$ cat src/rtl/display_pkg.sv
// Shared definitions for the BCD ring counter and its seven-segment decoders.
// Holds the step-mode encodings and the active-low segment patterns
// (bit order a..g = bit0..bit6; a 0 lights the segment).
package display_pkg;

  typedef enum logic [1:0] {
    MODE_UP  = 2'b00,  // decimal increment
    MODE_DN  = 2'b01,  // decimal decrement
    MODE_ROL = 2'b10,  // digit i moves to i+1, top digit wraps to 0
    MODE_ROR = 2'b11   // digit i+1 moves to i, digit 0 wraps to top
  } mode_e;

  localparam logic [6:0] SEG_BLANK = 7'h7F;
  localparam logic [6:0] SEG_0     = 7'h40;
  localparam logic [6:0] SEG_1     = 7'h79;
  localparam logic [6:0] SEG_2     = 7'h24;
  localparam logic [6:0] SEG_3     = 7'h30;
  localparam logic [6:0] SEG_4     = 7'h19;
  localparam logic [6:0] SEG_5     = 7'h12;
  localparam logic [6:0] SEG_6     = 7'h02;
  localparam logic [6:0] SEG_7     = 7'h78;
  localparam logic [6:0] SEG_8     = 7'h00;
  localparam logic [6:0] SEG_9     = 7'h10;

endpackage

$ cat src/rtl/bcd_ring_counter_if.sv
// Control/data bundle between the switch/key logic (master) and the BCD
// ring counter (slave).
//   en       step enable, one step per rising edge while high
//   mode     step mode (display_pkg::mode_e encoding)
//   load     synchronous parallel load, wins over en
//   load_val value to load, digit i in bits [4i+3:4i]
//   q        registered BCD value
//   carry    registered one-cycle carry/borrow/limit flag
//   hex      active-low segments, digit i in bits [7i+6:7i]
interface bcd_ring_counter_if #(
  parameter int DIGITS = 4
);
  logic                  en;
  logic [1:0]            mode;
  logic                  load;
  logic [4*DIGITS-1:0]   load_val;
  logic [4*DIGITS-1:0]   q;
  logic                  carry;
  logic [7*DIGITS-1:0]   hex;

  modport master (
    output en, mode, load, load_val,
    input  q, carry, hex
  );

  modport slave (
    input  en, mode, load, load_val,
    output q, carry, hex
  );
endinterface

$ cat src/rtl/seg7_decode.sv
// 4-bit BCD to active-low seven-segment decoder.
//   bcd_i  digit value; 0..9 decode to numerals, anything else is blank
//   seg_o  segments a..g on bits 0..6, active low
module seg7_decode
  import display_pkg::*;
(
  input  logic [3:0] bcd_i,
  output logic [6:0] seg_o
);

  always_comb begin
    // NOTE: a default before the case means every path assigns seg_o,
    // so no latch is inferred.
    seg_o = SEG_BLANK;
    case (bcd_i)
      4'd0:    seg_o = SEG_0;
      4'd1:    seg_o = SEG_1;
      4'd2:    seg_o = SEG_2;
      4'd3:    seg_o = SEG_3;
      4'd4:    seg_o = SEG_4;
      4'd5:    seg_o = SEG_5;
      4'd6:    seg_o = SEG_6;
      4'd7:    seg_o = SEG_7;
      4'd8:    seg_o = SEG_8;
      4'd9:    seg_o = SEG_9;
      default: seg_o = SEG_BLANK;
    endcase
  end

endmodule

$ cat src/rtl/bcd_ring_counter.sv
// N-digit BCD counter / digit ring for the seven-segment display labs.
// Counts up or down with decimal ripple, or rotates whole digits, with
// synchronous load and a registered carry/borrow/limit pulse.
//   clk  system clock, rising edge
//   rst  asynchronous active-high reset (q=0, carry=0)
//   bus  slave side of bcd_ring_counter_if (en, mode, load, load_val in;
//        q, carry, hex out)
// Parameters: DIGITS (1..8), WRAP_EN (1 = wrap at limits, 0 = saturate).
module bcd_ring_counter
  import display_pkg::*;
#(
  parameter int DIGITS  = 4,
  parameter bit WRAP_EN = 1'b1
) (
  input  logic                clk,
  input  logic                rst,
  bcd_ring_counter_if.slave   bus
);

  typedef logic [DIGITS-1:0][3:0] digits_t;

  digits_t q_q, q_d;
  logic    carry_q, carry_d;

  // Decimal count result and the ripple out of the top digit, which is
  // exactly the "at the limit" condition (all 9s up, all 0s down).
  digits_t    stepped;
  logic       ripple;
  logic [4:0] step_r;

  // One digit of decimal increment/decrement: {carry_out, new_digit}.
  function automatic logic [4:0] digit_step(input logic [3:0] d, input logic down);
    if (!down) return (d >= 4'd9) ? {1'b1, 4'd0} : {1'b0, d + 4'd1};
    else       return (d == 4'd0) ? {1'b1, 4'd9} : {1'b0, d - 4'd1};
  endfunction

  always_comb begin
    q_d     = q_q;
    carry_d = 1'b0;
    stepped = q_q;
    ripple  = 1'b1;
    step_r  = '0;

    // Ripple chain: a digit steps only when every lower digit wrapped.
    for (int i = 0; i < DIGITS; i++) begin
      if (ripple) begin
        step_r     = digit_step(q_q[i], bus.mode == MODE_DN);
        stepped[i] = step_r[3:0];
        ripple     = step_r[4];
      end
    end

    if (bus.load) begin
      for (int i = 0; i < DIGITS; i++)
        q_d[i] = (bus.load_val[4*i +: 4] > 4'd9) ? 4'd0 : bus.load_val[4*i +: 4];
    end else if (bus.en) begin
      case (mode_e'(bus.mode))
        MODE_UP, MODE_DN: begin
          carry_d = ripple;
          // In saturate mode a limit event leaves q untouched.
          if (!ripple || WRAP_EN) q_d = stepped;
        end
        MODE_ROL: for (int i = 0; i < DIGITS; i++) q_d[(i + 1) % DIGITS] = q_q[i];
        MODE_ROR: for (int i = 0; i < DIGITS; i++) q_d[i] = q_q[(i + 1) % DIGITS];
        default: ;
      endcase
    end
  end

  always_ff @(posedge clk or posedge rst) begin
    if (rst) begin
      q_q     <= '0;
      carry_q <= 1'b0;
    end else begin
      // NOTE: non-blocking so every register samples pre-edge values.
      q_q     <= q_d;
      carry_q <= carry_d;
    end
  end

  logic [DIGITS-1:0][6:0] hex_w;

  for (genvar g = 0; g < DIGITS; g++) begin : g_seg
    seg7_decode u_dec (
      .bcd_i (q_q[g]),
      .seg_o (hex_w[g])
    );
  end

  assign bus.q     = q_q;
  assign bus.carry = carry_q;
  assign bus.hex   = hex_w;

endmodule
$ cat src/flat_wrapper.sv
// flat-port wrapper written by rule: the top's interface ports become plain ports
module bcd_ring_counter_flat import display_pkg::*;
#(
  parameter int DIGITS  = 4,
  parameter bit WRAP_EN = 1'b1
)
  (clk, rst, bus_en, bus_mode, bus_load, bus_load_val, bus_q, bus_carry, bus_hex);
  bcd_ring_counter_if #(.DIGITS(DIGITS)) bus_i ();
  input  logic clk;
  input  logic rst;
  input wire logic [$bits(bus_i.en)-1:0] bus_en;
  input wire logic [$bits(bus_i.mode)-1:0] bus_mode;
  input wire logic [$bits(bus_i.load)-1:0] bus_load;
  input wire logic [$bits(bus_i.load_val)-1:0] bus_load_val;
  output wire logic [$bits(bus_i.q)-1:0] bus_q;
  output wire logic [$bits(bus_i.carry)-1:0] bus_carry;
  output wire logic [$bits(bus_i.hex)-1:0] bus_hex;
  assign bus_i.en = bus_en;
  assign bus_i.mode = bus_mode;
  assign bus_i.load = bus_load;
  assign bus_i.load_val = bus_load_val;
  assign bus_q = bus_i.q;
  assign bus_carry = bus_i.carry;
  assign bus_hex = bus_i.hex;
  bcd_ring_counter #(.DIGITS(DIGITS), .WRAP_EN(WRAP_EN)) u_core (.clk(clk), .rst(rst), .bus(bus_i));
endmodule
$ cat config.mk
export PLATFORM = sky130hd
export DESIGN_NAME = bcd_ring_counter_flat
export DESIGN_NICKNAME = d
export VERILOG_FILES = /design/src/rtl/display_pkg.sv /design/src/rtl/bcd_ring_counter_if.sv /design/src/rtl/seg7_decode.sv /design/src/rtl/bcd_ring_counter.sv /design/src/flat_wrapper.sv
export SDC_FILE = /design/constraint.sdc
export NUM_CORES = 1
export LEC_CHECK = 0
export CAP_MARGIN = 0
export CORE_MARGIN = 2
export CORE_UTILIZATION = 46
export DETAILED_ROUTE_END_ITERATION = 7
export GPL_ROUTABILITY_DRIVEN = 0
export PLACE_DENSITY = 0.87
export SLEW_MARGIN = 0
export SYNTH_ARGS = -nofsm -noshare
export SYNTH_HDL_FRONTEND = slang
export SYNTH_SLANG_ARGS = --single-unit
export TNS_END_PERCENT = 10
$ cat constraint.sdc
create_clock -name clk -period 2.4 [get_ports clk]
set_input_delay 0.72 -clock clk [delete_from_list [all_inputs] [get_ports clk]]
set_output_delay 0.72 -clock clk [all_outputs]
set_load 0.01 [all_outputs]
==> out/qor.csv <==
metric;value;unit
status;finished with violations;
failing checks;negative setup slack;
Setup Skew;0.00428;ns
fmax;0.399;GHz
Psw;0.00130;W
clock buffer count from CTS;3;
final hold slack;0.651;ns
fin cells;535;
Switching Share;0.471;
Slew Limit Fails;0;
worst hold path class;reg -> reg;
Mapped Nets;409;
clock power share;0.085;
Flop pwr share;0.158;
# fillers;436;
Post-synth EDFFs;0;
DR iter-0 viols;542;
Syn-to-layout area delta;45.9;%
Peak VDD IR;0.399;mV
clk slew on worst S/H paths;0.08;ns
synth top area cells;dfrtp_1, ha_1, a21oi_1, o21ai_0, mux2i_1;
RSZ-0062 raised after global routing;yes;
I/O Buffers;66;
nets;508;
CP endpoint kind;register;
Root Driver;clkbuf_8;
Placed Instances;529;
kind of critical path;in -> reg;
IO Count;67;
footprint of the multi-input gates;2090;um^2
Pwr Density;725;nW/um^2
Via density;6.31;
Worst-Skew Late Latency;0.26;ns
H-tree depth;1;
CTS max path bufs;2;
LEAKAGE;1.69;nW
GRT Resource Usage Total;0.283;
CTS tree;yes;
initial antenna violation count;0;
diode count;0;
Combinational Power Share;0.756;
via count;3377;
vias in the first global route;3120;
crit start category;input port;
hpwl dp;6590;um
Synth top area share;0.164;
Primary FF master, synth;dfrtp_1;
Chip Height;79.2;um
setup ws final;-0.108;ns
Netlist Area Pre-Place;2600;um^2
Avg Inst Size Synth;7.13;um^2
post-synth cell types;57;
DRC;0;
Congestion Overflow GR;0;
Crit Path Max Fanout;5;
Data arrival, critical path;2.64;ns
largest net degree at the start of global routing;21;
max_cap viols;0;
initial core utilization;0.475;
Slew HR;0.694;
die span in x;79.2;um
CTS Hold Bufs;0;
first-pass GRT wire length;14500;um
Wirelength per Cell;17.4;um
Critical Path RT;2.53;ns
clock sink count;17;
Die ar.;6270;um^2
Synth area leader;dfrtp_1;
Detailed Routing Iterations Pass 1;5;
Cells after Synth;365;
sequential fraction of the synthesis area;0.164;
post-synthesis register bit count;17;
asr flop ratio synth;1.00;
Antenna Nets Post-Route;0;
Storage cell area;428;um^2
final WL;9290;um
total core area;5470;um^2
share of cells above drive strength 1;0.251;
Worst-Margin Slew;0.459;ns
Final period util;1.05;
row cnt;27;
final hold violations;0;
setup TNS;-0.328;ns
fin crit period;2.51;ns
Ys Warns;0;
final number of setup-violating endpoints;6;
Int Power;0.00146;W
## metal layers
metal  share of wire  GRT usage
met5               0          0
met4           0.043      0.100
met3            0.11     0.0489
met2            0.47      0.483
met1            0.38      0.358
## cells in the final DEF (no fill, tap or decap), drive strengths merged, types with 3 or more instances in the layout
cell            n
dfrtp          17
a21oi          41
or2             7
a31oi          10
dlymetal6s2s    3
buf            58
mux2            6
mux2i          13
nand2b          9
inv            18
ha             22
o21ai          32
nor2           34
o211ai          6
or3b            5
dlygate4sd2    17
nand2          29
clkinv          4
clkbuf          8
clkdlybuf4s15   3
a22oi           7
xnor2           3
nand3b          3
and3            3
a311o           3
clkdlybuf4s50  38
nor2b           6
nand3          13
xor2            5
## sequential cells by signal, indices dropped and copies added, names as in the netlist
name / count
u_core.bus.q: 16
u_core.bus.carry: 1
## cells in the mapped netlist (all sizes together) (2+ instances only)
| master | count |
|---|---|
| a2111oi | 2 |
| a211o | 2 |
| a211oi | 2 |
| a21boi | 2 |
| a21oi | 41 |
| a221o | 2 |
| a221oi | 2 |
| a22oi | 7 |
| a311o | 3 |
| a311oi | 2 |
| a31oi | 10 |
| a32oi | 2 |
| and3 | 3 |
| buf | 9 |
| clkbuf | 21 |
| clkinv | 3 |
| dfrtp | 17 |
| ha | 22 |
| inv | 18 |
| mux2 | 6 |
| mux2i | 13 |
| nand2 | 29 |
| nand2b | 9 |
| nand3 | 13 |
| nand3b | 3 |
| nor2 | 34 |
| nor2b | 6 |
| nor3 | 2 |
| nor4 | 2 |
| o211ai | 6 |
| o21ai | 32 |
| o21bai | 2 |
| o221ai | 2 |
| o22ai | 2 |
| o311ai | 2 |
| or2 | 7 |
| or3b | 5 |
| xnor2 | 3 |
| xor2 | 5 |
## worst max-delay path: stages
cell             delay (ns)
clkdlybuf4s50_1        0.56
nand2b_1               0.17
buf_4                  0.18
nor3_1                 0.26
o22a_4                 0.22
nand2_1                0.09
nor4_2                 0.44
## repair_timing
item,CTS,global route
pin swaps,2,2
endpoints found under the setup margin,29,25
buffers inserted,0,2
gates resized for setup,40,36
## logic make-up (layout without fill, tap and decap cells)
group | Yosys count | count (layout) | share of synthesized area
adders and majority gates | 22 | 22 | 0.106
buffers and inverters | 51 | 149 | 0.0750
muxes | 19 | 19 | 0.0760
and+or+nand+nor | 117 | 117 | 0.222
xor gates and xnor gates | 8 | 8 | 0.0269
DFF | 17 | 17 | 0.164
AOI/OAI and AO/OA | 131 | 131 | 0.331
## power groups by stage
stage / Sequential [W] / Clock [W] / Combinational (W)
detailed placement: 0.000427 / 0 / 0.00205
global route: 0.000446 / 0.000243 / 0.00225
CTS: 0.000427 / 0.000234 / 0.00196
finish: 0.000435 / 0.000235 / 0.00208
global placement: 0.000423 / 0 / 0.00200
floorplan: 0.000439 / 0 / 0.00107
## stage by stage
| stage | util | setup slack [ns] | area [um^2] | power, W |
|---|---|---|---|---|
| floorplan | - | 0.00898 | 2610 | 0.00151 |
| global placement | 0.668 | -0.224 | 3660 | 0.00242 |
| detailed placement | 0.668 | -0.281 | 3660 | 0.00247 |
| CTS | 0.678 | -0.192 | 3710 | 0.00263 |
| global route | 0.694 | -0.146 | 3800 | 0.00294 |
| finish | 0.694 | -0.108 | 3800 | 0.00275 |
## area by class of cell
type	count	share of cell area
tap	72	0.0237
clock inverter	1	0.00132
inverter	21	0.0211
clock buffer	3	0.0109
sequential	17	0.113
multi-input combinational	297	0.551
timing repair buffer	124	0.279
## path summary, 6_finish.rpt
kind,start,end,slack (ns),depth (start not counted)
worst max-delay path,bus_mode[0],u_core.bus.carry$_DFF_PP0_,-0.11,7
worst max register to register,u_core.bus.q[9]$_DFFE_PP0P_,u_core.bus.q[12]$_DFFE_PP0P_,-0.01,8
worst min-delay path,u_core.bus.q[0]$_DFFE_PP0P_,u_core.bus.q[0]$_DFFE_PP0P_,0.65,2
max in group asynchronous,rst,u_core.bus.q[15]$_DFFE_PP0P_,1.41,3
min in group asynchronous,rst,u_core.bus.q[9]$_DFFE_PP0P_,0.77,3
worst min register to register,u_core.bus.q[0]$_DFFE_PP0P_,u_core.bus.q[0]$_DFFE_PP0P_,0.65,2
(Power assumes the default switching activity.)
==> RTL change 1, RTL diff (same settings) <==
`DIGITS` is set to 4 in 3 places; all go to 3.
--- a/src/rtl/bcd_ring_counter_if.sv
+++ b/src/rtl/bcd_ring_counter_if.sv
@@ -8,7 +8,7 @@
 //   carry    registered one-cycle carry/borrow/limit flag
 //   hex      active-low segments, digit i in bits [7i+6:7i]
 interface bcd_ring_counter_if #(
-  parameter int DIGITS = 4
+  parameter int DIGITS = 3
 );
   logic                  en;
   logic [1:0]            mode;
--- a/src/rtl/bcd_ring_counter.sv
+++ b/src/rtl/bcd_ring_counter.sv
@@ -9,7 +9,7 @@
 module bcd_ring_counter
   import display_pkg::*;
 #(
-  parameter int DIGITS  = 4,
+  parameter int DIGITS  = 3,
   parameter bit WRAP_EN = 1'b1
 ) (
   input  logic                clk,
--- a/src/flat_wrapper.sv
+++ b/src/flat_wrapper.sv
@@ -1,7 +1,7 @@
 // flat-port wrapper written by rule: the top's interface ports become plain ports
 module bcd_ring_counter_flat import display_pkg::*;
 #(
-  parameter int DIGITS  = 4,
+  parameter int DIGITS  = 3,
   parameter bit WRAP_EN = 1'b1
 )
   (clk, rst, bus_en, bus_mode, bus_load, bus_load_val, bus_q, bus_carry, bus_hex);
Interface: changed (resized bus_hex, bus_load_val and bus_q); port bits go from 67 to 52. No check against the original RTL was run, so the function may have changed too.
==> RTL change 1 against the original RTL <==
- area after synthesis down 25%
- final area shrank 24%
- non-clock buffer count fell by 23
- hold slack better by 0.033 ns
- setup slack improved by 0.14 ns
- sequential share of layout area hardly changed
- sequential cell count is 4 lower
- register-to-register slack gained 0.14 ns
- die area is 24% lower
- clock skew decreased by 0.0039 ns
- global-route usage shrank 0.15 points
- wire length shrank 26%
- total power fell by 34%
==> RTL change 1: results (changes against the original RTL) <==
Run status
  • Run status: finished clean

STA
  • Worst Skew: 0.000387 ns (-0.00389 ns)
  • Final hold vios: 0 (unchanged)
  • Slew headroom: 0.625 (-0.0688)

Synthesis
  • Netlist cell types: 52 (-8.8%)
  • Yosys warns: 0 (unchanged)
  • Sequential area share after synthesis: 0.166 (+0.00249)
  • Synth cell count leaders: a21oi_1 (30), nor2_1 (30), nand2_1 (23)
  • Syn nets: 317 (-22%)
  • Asr flop ratio synth: 1.00 (unchanged)
  • Main area contributors after synthesis: dfrtp_1 (17%), ha_1 (11%), a21oi_1 (7.7%)

Final layout
  • Layout cells sized above 1: 0.225 (-0.0253)
  • Final #Nets: 401 (-21%)
  • Max reg flops: 12 (-4)

Drt
  • Routed WL per cell: 16.7 um (-3.9%)
  • Initial drt markers: 350 (-35%)
  • Vias: 2,595 (-23%)

Clocking
  • Clock slew seen by the registers of the worst setup and hold paths: 0.06 ns (-0.02 ns)
  • Clock Root Buffer: clkbuf_8
  • Clk buf depth: 2 (unchanged)
  • CTS Buf Count: 3 (unchanged)
  • H-tree level count: 1 (unchanged)
  • Worst-skew pair later-pin latency: 0.25 ns

Hold path
  • Hold Startpoint: u_core.bus.q[5]$_DFFE_PP0P_
  • Hold Crit Class: reg -> reg

Critical path
  • Crit path DAT: 1.65 ns (-0.99 ns)
  • CP startpoint: u_core.bus.q[0]$_DFFE_PP0P_
  • Crit-path slowest cell: dfrtp_1
  • Delay-heaviest family, CP: flip-flops
  • CP Max Fanout: 3 (-2)
  • CP max stage delay: 0.40 ns (-0.16 ns)

Global routing
  • First-pass GRT wire length: 11,300 um (-22%)
  • Aggregate global-route resource usage: 0.281 (-0.00155)
  • Initial antenna violation count: 0 (unchanged)
  • Largest net degree at the start of global routing: 24 (+14%)
  • Vias in the first global route: 2,402 (-23%)

Power
  • Max rail drop VDD: 0.000375 V (-6.0%)
  • Pleak: 1.29 nW (-24%)

Place
  • Final HPWL DP: 5110 um (-22%)
  • Count of input and output buffers: 51 (-23%)
==> RTL change 1: final cells by class <==
type,count,area (um2)
Tap cell,50,62.6
Multi-Input combinational cell,228,1530
Fill cell,316,1160
Clock buffer,4,45.0
Timing Repair Buffer,101,866
Inverter,18,67.6
Sequential cell,13,325
==> RTL change 1: report_power, final <==
group	switching (mW)	internal [mW]
combinational	0.700	0.629
sequential	0.0360	0.255
clock	0.0885	0.118
total	0.825	1.00
==> RTL change 1: per-stage QoR <==
stage                     cell area (um2)  instances  worst slack (ns)
after CTS                            2860        414           -0.0880
final                                2900        414            0.0286
after detailed placement             2800        407            -0.117
after floorplan                      1960        281             0.129
after global routing                 2900        414           -0.0250
after global placement               2800        407           -0.0369
==> RTL change 1: worst reg2reg max path: stages, from the launching register on <==
cell and delay (ns):
dfrtp_1 0.40, inv_2 0.11, ha_1 0.21, buf_4 0.13, or3b_2 0.49, nand3_1 0.13, o21ai_0 0.13, and2_1 0.22
buf_4 0.15, o22a_1 0.19
==> RTL change 1: final timing paths <==
kind / slack [ns] / end / cells past startpoint
min in group asynchronous: 0.82 / u_core.bus.q[8]$_DFFE_PP0P_ / 2
worst max-delay path: 0.03 / bus_hex[0] / 5
worst min-delay path: 0.68 / u_core.bus.q[5]$_DFFE_PP0P_ / 3
max in group asynchronous: 1.21 / u_core.bus.q[0]$_DFFE_PP0P_ / 2
worst max register to register: 0.13 / u_core.bus.q[9]$_DFFE_PP0P_ / 9
worst min register to register: 0.68 / u_core.bus.q[5]$_DFFE_PP0P_ / 3
==> RTL change 1: timing repair <==
action,in CTS,in global routing
endpoints found under the setup margin,21,14
setup buffers,3,0
resized for setup,36,15
pin swaps,1,3
==> RTL change 1: cell families after synthesis <==
group                      after synthesis  share of synthesized area
xor gates and xnor gates                 4                     0.0179
muxes                                    9                     0.0479
DFF                                     13                      0.166
buffers and inverters                   40                     0.0798
AOI/OAI and AO/OA                      102                      0.335
adders and majority gates               18                      0.115
and+or+nand+nor                         95                      0.238
==> RTL change 1: metal layers <==
layer | GRT usage | part of all wire | vias up
li1 | - | - | 1194
met1 | 0.368 | 0.39 | 1194
met2 | 0.467 | 0.47 | 173
met3 | 0.0349 | 0.097 | 34
met4 | 0.115 | 0.036 | 0
met5 | 0 | 0 | -
==> RTL change 2, RTL diff (same settings) <==
Made on the original files. Reset style: synchronous (`rst`), changed in one clocked block. Comments in the files are not updated.
--- a/src/rtl/bcd_ring_counter.sv
+++ b/src/rtl/bcd_ring_counter.sv
@@ -67,7 +67,7 @@
     end
   end
 
-  always_ff @(posedge clk or posedge rst) begin
+  always_ff @(posedge clk) begin
     if (rst) begin
       q_q     <= '0;
       carry_q <= 1'b0;
Formal check against the unedited RTL: differs if rst is asserted again (counterexample within 4 cycles, from zero or initial values and one cycle with rst high); with rst held inactive, the same outputs for 4 cycles.
==> RTL change 2 against the original RTL <==
- the run still ends with negative setup slack left
- wire length grew 45%
- setup slack got worse by 0.35 ns
- area after synthesis up 37%
- sequential cell count increased by 28
- total power fell by 4.8%
- combinational power decreased by 39%
- critical path depth rose by 6
- final area is 48% higher
- clock power grew 100%
- synthesized cell count up 21%
- die area grew 35%
- sequential power grew 100%
- final cell count grew 33%
- critical endpoint is now u_core.g_seg[3].u_dec.seg_o[4]$_DFF_P_
- largest power group unchanged
==> RTL change 2: results (changes against the original RTL) <==
Clocking
  • Total setup buffers inserted after CTS: 9 (+9)
  • CTS Buf Count: 5 (+2)
  • H-tree level count: 2 (+1)
  • TritonCTS clock tree: yes
  • Post-cts sizing count: 67 (+68%)
  • Worst-skew pair later-pin latency: 0.30 ns (+0.04 ns)

Synthesis
  • Synth cell count leaders: dfxtp_1 (45), a21oi_1 (37), ha_1 (32)
  • Netlist cell types: 73 (+28%)
  • Mux share of post-synthesis cell area: 0.0825 (+0.00654)
  • Area share of xor/xnor cells in the synthesized design: 0 (-0.0269)
  • Asr flop ratio synth: 0 (-1.00)
  • Number of flops mapped to enable cells by yosys: 0 (unchanged)
  • Main area contributors after synthesis: dfxtp_1 (25%), ha_1 (11%), mux2i_1 (5.9%)
  • Sequential area share after synthesis: 0.253 (+0.0894)
  • Complex-gate fraction of the synthesized area: 0.288 (-0.0426)
  • Syn nets: 494 (+21%)
  • Synth Area in Adders: 0.112 (+0.00658)

Run status
  • Failing checks: negative setup slack
  • Run status: complete, but fails checks

Global routing
  • GR Layer Usage met2: 0.540 (+0.0568)
  • GR Util met1: 0.353 (-0.00507)
  • Aggregate global-route resource usage: 0.310 (+0.0268)
  • GRT met3 Usage: 0.0641 (+0.0152)
  • Vias in the first global route: 4,466 (+43%)
  • Largest net degree at the start of global routing: 35 (+67%)
  • First-pass GRT wire length: 21,400 um (+48%)

Place
  • Place WS: -1.20 ns (-0.923 ns)
  • DP Area: 5170 um2 (+41%)
  • Final HPWL DP: 9080 um (+38%)

Final layout
  • Filler cells: 473 (+8.5%)
  • Max reg flops: 28 (+12)
  • Antenna cells: 0 (unchanged)
  • Layout cells sized above 1: 0.350 (+0.0991)
  • Final #Nets: 665 (+31%)

Power
  • Seq power: 880 uW (+100%)
  • Clk pwr share: 0.181 (+0.096)
  • Pleak: 2.42 nW (+43%)
  • Net Sw Frac: 0.349 (-0.121)
  • PwrDens: 466 nW/um2 (-36%)
  • Max rail drop VDD: 0.000292 V (-27%)

Critical path
  • Crit-path slowest cell: or3b_1
  • Delay-heaviest family, CP: compound AO/OA/AOI/OAI gates
  • CP max stage delay: 0.40 ns (-0.16 ns)
  • Crit path DAT: 3.04 ns (+0.40 ns)

STA
  • Worst-margin pin slew: 0.495 ns (+0.0355 ns)
  • PnR worst setup slack: -0.457 ns (-0.349 ns)
  • Final setup fails: 30 (+24)
  • Setup_tns: -7.64 ns (-7.31 ns)
  • Worst Skew: 0.00442 ns (+0.000137 ns)

Drt
  • Post-Route WL: 13,500 um (+45%)
  • DRT Pass-1 Iters: 6 (+1)
  • Vias: 4,441 (+32%)
## RTL change 2: path summary, 6_finish.rpt
| check | startpoint | depth (start not counted) | slack [ns] | end |
|---|---|---|---|---|
| setup / recovery | u_core.bus.q[9]$_SDFFE_PP0N_ | 13 | -0.46 | u_core.g_seg[3].u_dec.seg_o[4]$_DFF_P_ |
| hold / removal | u_core.bus.q[4]$_SDFFE_PP0N_ | 3 | 0.66 | u_core.bus.q[4]$_SDFFE_PP0N_ |
| setup reg to reg | u_core.bus.q[9]$_SDFFE_PP0N_ | 13 | -0.46 | u_core.g_seg[3].u_dec.seg_o[4]$_DFF_P_ |
| hold reg to reg | u_core.bus.q[4]$_SDFFE_PP0N_ | 3 | 0.66 | u_core.bus.q[4]$_SDFFE_PP0N_ |
## RTL change 2: worst register-to-register path: stages (launching register included)
cell and delay [ns]:
dfxtp_1 0.35, inv_1 0.12, ha_1 0.23, or3b_1 0.41, nand3_2 0.13, a222oi_1 0.11
buf_4 0.16, o21ai_4 0.29, mux2i_4 0.33, buf_4 0.14, buf_6 0.10, ha_4 0.13
a21o_1 0.14, o211ai_1 0.10
## RTL change 2: per-layer routing
metal | wire length [um] | share of wire
met2 | 6580 | 0.49
met3 | 1150 | 0.085
met1 | 4950 | 0.37
met5 | 0 | 0
met4 | 796 | 0.059
## RTL change 2: final cells by class
cell class / count / area [um2] / share of cell area
Multi-Input combinational cell: 330 / 2670 / 0.476
Inverter: 32 / 123 / 0.0218
Sequential cell: 45 / 906 / 0.161
Tap cell: 102 / 128 / 0.0227
Timing Repair Buffer: 197 / 1710 / 0.305
Clock buffer: 8 / 80.1 / 0.0142
## RTL change 2: stage by stage
step,std cells,util
CTS,713,0.728
floorplan,440,-
global placement,696,0.679
detailed placement,696,0.679
finish,714,0.739
global route,714,0.739
